--- config.mk ---
export PLATFORM = sky130hd
export DESIGN_NAME = quad_encoder_emulator
export DESIGN_NICKNAME = d
export VERILOG_FILES = /design/src/rtl/quad_encoder_emulator.sv
export SDC_FILE = /design/constraint.sdc
export NUM_CORES = 1
export LEC_CHECK = 0
export CORE_UTILIZATION = 40
export DETAILED_ROUTE_END_ITERATION = 6
export GPL_TIMING_DRIVEN = 0
export SLEW_MARGIN = 30
export SYNTH_ARGS = -nofsm -noshare
export SYNTH_HDL_FRONTEND = slang
export SYNTH_SLANG_ARGS = --single-unit
--- constraint.sdc ---
create_clock -name CLK -period 4.6 [get_ports CLK]
set_input_delay 0.69 -clock CLK [delete_from_list [all_inputs] [get_ports CLK]]
set_output_delay 0.69 -clock CLK [all_outputs]
set_load 0.05 [all_outputs]
--- src/rtl/quad_encoder_emulator.sv ---
// rtl/quad_encoder_emulator.sv - synthetic quadrature A/B generator with windowed rate control
`timescale 1ns/1ps
module quad_encoder_emulator #(
  parameter int WINDOW_CLKS = 2000000,
  parameter int CNT_W       = 8,
  parameter int ACC_W       = 22
) (
  input  logic             CLK,
  input  logic             RST,
  input  logic [CNT_W-1:0] rate_in,
  input  logic             dir_in,
  input  logic             rate_load,
  output logic             signalA,
  output logic             signalB,
  output logic             window_start,
  output logic [CNT_W-1:0] rate_active,
  output logic [CNT_W-1:0] edges_emitted
);

  localparam int WIN_W = (WINDOW_CLKS > 1) ? $clog2(WINDOW_CLKS) : 1;
  localparam logic [WIN_W-1:0] WIN_LAST = WIN_W'(WINDOW_CLKS - 1);
  localparam logic [ACC_W:0]   WIN_SUM  = (ACC_W + 1)'(WINDOW_CLKS);

  logic             run_q, run_d;
  logic [WIN_W-1:0] win_cnt_q, win_cnt_d;
  logic [ACC_W-1:0] acc_q, acc_d;
  logic [1:0]       phase_q, phase_d;
  logic [CNT_W-1:0] rate_active_q, rate_active_d;
  logic             dir_active_q, dir_active_d;
  logic [CNT_W-1:0] pending_rate_q, pending_rate_d;
  logic             pending_dir_q, pending_dir_d;
  logic [CNT_W-1:0] a_fall_cnt_q, a_fall_cnt_d;
  logic [CNT_W-1:0] edges_emitted_q, edges_emitted_d;
  logic             window_start_q, window_start_d;

  logic             boundary;
  logic             step;
  logic             a_fall;
  logic [ACC_W:0]   sum;
  logic [ACC_W:0]   sum_wrap;
  logic [1:0]       phase_next;
  logic [CNT_W-1:0] fall_inc;

  always_comb begin
    boundary   = run_q && (win_cnt_q == WIN_LAST);
    sum        = {1'b0, acc_q} + (ACC_W + 1)'({rate_active_q, 2'b00});
    sum_wrap   = sum - WIN_SUM;
    step       = run_q && (sum >= WIN_SUM);
    // Forward walks 00->10->11->01, reverse walks the same ring backwards.
    phase_next = dir_active_q ? {phase_q[0], ~phase_q[1]} : {~phase_q[0], phase_q[1]};
    a_fall     = step && phase_q[1] && !phase_next[1];
    fall_inc   = {{(CNT_W - 1){1'b0}}, a_fall};

    run_d           = 1'b1;
    win_cnt_d       = (!run_q || boundary) ? '0 : win_cnt_q + 1'b1;
    window_start_d  = (win_cnt_d == '0);
    acc_d           = acc_q;
    phase_d         = step ? phase_next : phase_q;
    rate_active_d   = rate_active_q;
    dir_active_d    = dir_active_q;
    pending_rate_d  = pending_rate_q;
    pending_dir_d   = pending_dir_q;
    a_fall_cnt_d    = a_fall_cnt_q + fall_inc;
    edges_emitted_d = edges_emitted_q;

    if (run_q) begin
      acc_d = step ? sum_wrap[ACC_W-1:0] : sum[ACC_W-1:0];
    end

    if (rate_load) begin
      pending_rate_d = rate_in;
      pending_dir_d  = dir_in;
    end

    // A load landing on the boundary itself is applied without waiting a window.
    if (boundary) begin
      acc_d           = '0;
      rate_active_d   = rate_load ? rate_in : pending_rate_q;
      dir_active_d    = rate_load ? dir_in  : pending_dir_q;
      edges_emitted_d = a_fall_cnt_q + fall_inc;
      a_fall_cnt_d    = '0;
    end
  end

  always_ff @(posedge CLK or posedge RST) begin
    if (RST) begin
      run_q           <= 1'b0;
      win_cnt_q       <= '0;
      acc_q           <= '0;
      phase_q         <= 2'b00;
      rate_active_q   <= '0;
      dir_active_q    <= 1'b0;
      pending_rate_q  <= '0;
      pending_dir_q   <= 1'b0;
      a_fall_cnt_q    <= '0;
      edges_emitted_q <= '0;
      window_start_q  <= 1'b0;
    end else begin
      run_q           <= run_d;
      win_cnt_q       <= win_cnt_d;
      acc_q           <= acc_d;
      phase_q         <= phase_d;
      rate_active_q   <= rate_active_d;
      dir_active_q    <= dir_active_d;
      pending_rate_q  <= pending_rate_d;
      pending_dir_q   <= pending_dir_d;
      a_fall_cnt_q    <= a_fall_cnt_d;
      edges_emitted_q <= edges_emitted_d;
      window_start_q  <= window_start_d;
    end
  end

  assign signalA       = phase_q[1];
  assign signalB       = phase_q[0];
  assign window_start  = window_start_q;
  assign rate_active   = rate_active_q;
  assign edges_emitted = edges_emitted_q;

endmodule
Word level (Yosys, flattened, before mapping)

Cells that the tools add are included.

$add $sub $neg: 4
Bitwise operators: 2
Equal/unequal tests: 1
$lt $le $gt $ge: 1
Reductions and logical operators: 9
Muxes and demuxes: 8

Operator list:

| operator                 | count |
|---|---|
| $mux W22                 | 3 |
| $add A22 B10 Y23         | 1 |
| $ge A23 B21 Y1 const B   | 1 |
| $sub A22 B21 Y22 const B | 1 |
| $add A21 B1 Y21 const B  | 1 |
| $eq A21 B21 Y1 const B   | 1 |
| $logic_not A21 Y1        | 1 |
| $mux W21                 | 1 |
| $mux W8                  | 2 |
| $add A8 B1 Y8            | 1 |
| $logic_and A1 B1 Y1      | 4 |
| $logic_not A1 Y1         | 2 |
| $mux W2                  | 1 |
| $not A1 Y1               | 2 |
| $reduce_bool A2 Y1       | 1 |
| $logic_or A1 B1 Y1       | 1 |
| $mux W1                  | 1 |

Word-level logic and storage cells: 36
Bits in registers: 81
Input port bits: 12
Output and inout port bits: 19

Logic depth before layout (Yosys ltp)

Word-level depth: 7
Mapped depth: 21
Mapped depth without buffers: 20

Worst setup path before layout

No wires, ideal clock.

Kind: flip-flop to flip-flop
Start: register rate_active_q[0] (netlist: rate_active[0])
End: register edges_emitted_q[7] (netlist: edges_emitted[7])
Period minus slack after synthesis: 4.687 ns
Arrival time: 4.551 ns
Cell stages (with the launch flop): 22
Buffers on the path: 1
Setup time: 0.136 ns
Required time: 4.464 ns
Slack: -0.087 ns
Path through: dfrtp_1 -> ha_1 -> fa_1 -> a211oi_2 -> o21ai_0 -> xor2_1 -> inv_1 -> ha_1 -> inv_1 -> a2111o_1 -> o211ai_1 -> and2_1 -> a311o_1 -> buf_6 -> a21oi_2 -> and3_1 -> ha_1 -> and3_1 -> nand3_1 -> or2_2 -> xor2_1 -> o21ai_0

Word-level cells in the longest chain between the ends: 6

Ends and longest elaborated chain:

| item                              | line | RTL |
|---|---|---|
| from (decl)                       | 28   | `logic [CNT_W-1:0] rate_active_q, rate_active_d;` |
| from (signal assigned)            | 103  | `rate_active_q <= rate_active_d;` |
| $add A22 B10 Y23                  | 46   | `sum = {1'b0, acc_q} + (ACC_W + 1)'({rate_active_q, 2'b00});` |
| $ge A23 B21 Y1                    | 48   | `step = run_q && (sum >= WIN_SUM);` |
| $logic_and A1 B1 Y1               | 48   |  |
| $logic_and A1 B1 Y1 (2 in series) | 51   | `a_fall = step && phase_q[1] && !phase_next[1];` |
| $add A8 B1 Y8                     | 80   | `edges_emitted_d = a_fall_cnt_q + fall_inc;` |
| to (signal assigned)              | 108  | `edges_emitted_q <= edges_emitted_d;` |
| to (decl)                         | 33   | `logic [CNT_W-1:0] edges_emitted_q, edges_emitted_d;` |

Every way passes these cells.
A chain may end at the register's enable or synchronous reset.

Final worst setup path

Same ends and word-level chain as after synthesis.

==> summary.md <==
| Metric | Value |
|---|---|
| Clock Tree Buf Depth | `2` |
| Register bit total from synthesis | `79` |
| Syn Inst Count | `505` |
| Synth top area cells | `dfrtp_1 (41%), xor2_1 (5.0%), mux2_2 (4.3%), nor2_1 (3.9%), nand3_1 (3.6%)` |
| Worst-margin pin slew | `0.6938 ns` |
| Hold path cells | `2` |
| Max_slew headroom | `0.5375` |
| Syn_nets | `530` |
| R2R Path End | `edges_emitted[7]` |
| Core ar. | `11,520 um^2` |
| CTS tree | `built` |
| Worst Hold Endpoint | `edges_emitted[7]` |
| Routed len/inst | `16.01 um` |
| Maximum VDD drop | `0.0001806 V` |
| FFs w/ async S/R, synth | `1.000` |
| Die X | `111.2 um` |
| DRC viols | `8` |
| Worst Path Arrival | `4.56 ns` |
| Post-route insts no fill | `703` |
| GPL Wtd Cong | `0.8536` |
| # rows | `39` |
| CTS sink cnt | `79` |
| Hold_sp | `edges_emitted[7]` |
| Root buffer cell | `clkbuf_16` |
| Post-synthesis sequential area ratio | `0.4147` |
| Die footprint | `12,360 um^2` |
| Final #Nets | `580` |
| Vias in the first global route | `3,897` |
| Clock Pin Slew Worst Setup and Hold Paths | `0.06 ns` |
| Later-pin clock latency in the skew report | `0.35 ns` |
| Status | `complete, but fails checks` |
| Die height | `111.2 um` |
| Critical Path Sink Type | `register` |
| Crit path from | `rate_active[0]` |
| CP Max Fanout | `10` |
| Worst R2R Setup Slack | `0.25 ns` |
| Yosys warning count | `0` |
| Crit-path cells | `ha_2 > fa_2 > a211oi_4 > o21ai_2 > xor2_2 > inv_1 > ha_2 > inv_1 > a2111o_1 > o211ai_1 > and2_4 > a311o_1 > buf_6 > a21oi_4 > and3_4 > ha_2 > and3_1 > nand3_1 > or2_4 > xor2_2 > o21ai_0` |
| Placed cell area | `5265 um^2` |
| R2R Path Start | `rate_active[0]` |
| Largest net degree at the start of global routing | `41` |
| Number of hold buffers added after CTS | `0` |
| Setup_tns | `0 ns` |
| Area leader, netlist | `dfrtp_1` |
| Antenna violations before repair | `0` |
| Hold Fails Final Rpt | `0` |
| PortBufs | `29` |
| Share of cells above drive strength 1 | `0.1554` |
| Worst setup SP type | `register` |
| Worst EP required | `4.81 ns` |
| Final HPWL DP | `7.903 mm` |
| First-pass GRT wire length | `19.14 mm` |
| Inserted Clock Buffers | `9` |
| Clk_skew | `0.007579 ns` |
| Mapped Area | `4767 um^2` |
| Max-Cap Viols | `0` |
| Cell variety after synth | `74` |
| Pre-antenna DRT Iters | `6` |
| Final Max Tran Viols | `0` |
| H-tree depth | `3` |
| Post-route ant nets | `0` |
| Avg Inst Size Synth | `9.440 um^2` |
| Final worst-path cycle share | `0.9453` |
| Worst hold path type | `register to register` |
| Overflow left after global routing | `0` |
| Worst path max stage delay | `0.43 ns` |
| GRT Util Overall | `0.1928` |
| Core Util, Final | `0.4948` |
| Critical path's most frequent cell | `ha_2` |
| Drt total wl | `11.25 mm` |
| Initial Util | `0.4140` |
| DRT iter0 DRCs | `252` |
| CP max stage cell | `dfrtp_2` |
| Number of setup violations in the final report | `0` |
| Ys flop type | `dfrtp_1` |
| Via count | `3,944` |
| P_leak | `2.446 nW` |
| Post-layout min period | `4.348 ns` |
| Commonest non-fill, non-tap cells in the layout | `dfrtp_1 (78), nor2_1 (49), nand2_1 (43)` |
| Violated checks | `DRC` |
| Placed Cells | `678` |
| WHS | `0.4760 ns` |
| Fmax | `230.0 MHz` |
| Final Cell Area | `5698 um^2` |
| Worst-case reg-to-reg path depth | `21` |
| ANT cells | `0` |
| Commonest non-fill, non-tap cell in the layout | `dfrtp_1` |
| Number of vias per cell | `5.610` |
| PwrDens | `391.6 nW/um^2` |
| Ports | `31` |
| EDFF count, synth | `0` |
| Critical path type | `register to register` |
| Synth top area share | `0.4147` |
| Area growth syn-to-layout | `19.53%` |
## where the power goes
| group | internal (mW) | switching, mW | leakage (nW) |
|---|---|---|---|
| Sequential | 0.753 | 0.0347 | 1.03 |
| Clock | 0.367 | 0.296 | 0.125 |
| Combinational | 0.317 | 0.464 | 1.29 |
| Total | 1.44 | 0.794 | 2.45 |
## registers in the layout (all words and copies together) (netlist names)
| signal | cells |
|---|---|
| phase_q | 2 |
| rate_active | 8 |
| dir_active_q | 1 |
| edges_emitted | 8 |
| pending_rate_q | 8 |
| acc_q | 20 |
| run_q | 1 |
| pending_dir_q | 1 |
| a_fall_cnt_q | 8 |
| window_start | 1 |
| win_cnt_q | 21 |
## synth_stat cells (3+ instances only)
cell type  count
a21oi_1       23
a211o_1        4
o211ai_1       3
ha_1          12
a22o_1         4
nand4_1       11
inv_1         18
nor2_1        50
o21ai_0       22
xnor2_1       18
buf_2          3
mux2_2        18
nor3_1         8
or3_1          9
dfrtp_1       79
xor2_1        27
nand2_1       43
and3_1        16
a21o_1         5
clkbuf_1      14
a31oi_1        4
and2_1         7
nor4_1         5
nand3_1       34
## critical path, delay by kind of cell, from the launching register on
family          cells  cell delay [ns]
compound gates      7             1.18
fa+ha+maj           4             0.95
simple gates        5             0.94
flops               1             0.43
xor+xnor            2             0.37
buf+inv             3             0.32
## cells by family (layout without fill, tap and decap cells)
kind of cell / after synthesis / count (layout) / share of synthesized area
and+or+nand+nor: 203 / 203 / 0.2171
buffers and inverters: 40 / 95 / 0.03543
AOI/OAI and AO/OA: 103 / 103 / 0.1640
other: 1 / 1 / 0.0007866
adders and majority gates: 13 / 13 / 0.03569
DFF: 79 / 79 / 0.4147
xor gates and xnor gates: 45 / 45 / 0.08268
muxes: 21 / 21 / 0.04960
## timing repair
action,CTS,global route
buffers inserted,4,5
gates cloned,0,0
endpoints found under the setup margin,14,6
gates resized for setup,8,11
pin swaps,4,5
## stage by stage
stage | setup WS [ns] | power [mW]
6_report | 0.2516 | 2.231
5_1_grt | -0.01706 | 2.377
4_1_cts | 0.002994 | 2.191
3_5_place_dp | -0.5446 | 1.490
3_3_place_gp | -0.4772 | 1.476
2_1_floorplan | 0.01301 | 1.332
## routing by layer
layer / vias to the layer above / part of all wire / global-route usage / routed length [um]
met4: 0 / 0.019 / 0.07568 / 210
met3: 19 / 0.045 / 0.03718 / 503
li1: 1926 / - / - / -
met1: 1902 / 0.46 / 0.2454 / 5153
met2: 97 / 0.48 / 0.3221 / 5385
met5: - / 0 / 0 / 0
## worst max-delay path by stage
| stage | end | slack [ns] | cells after the start |
|---|---|---|---|
| 4_1_cts | edges_emitted[7] | 0.003 | 21 |
| 5_1_grt | edges_emitted[7] | -0.02 | 21 |
| 3_3_place_gp | edges_emitted[7] | -0.48 | 21 |
| 6_report | edges_emitted[7] | 0.25 | 21 |
| 2_1_floorplan | edges_emitted[7] | 0.01 | 21 |
| 3_5_place_dp | edges_emitted[7] | -0.54 | 21 |
## area by class of cell
| cell class | count | area [um^2] |
|---|---|---|
| clock buffer | 10 | 229.0 |
| clock inverter | 6 | 45.04 |
| buffer | 21 | 97.59 |
| tap | 143 | 178.9 |
| sequential | 79 | 1978 |
| fill | 1080 | 5818 |
| multi-input combinational | 386 | 2715 |
| inverter | 19 | 76.32 |
| timing repair buffer | 39 | 377.9 |
(Power assumes the default switching activity.)
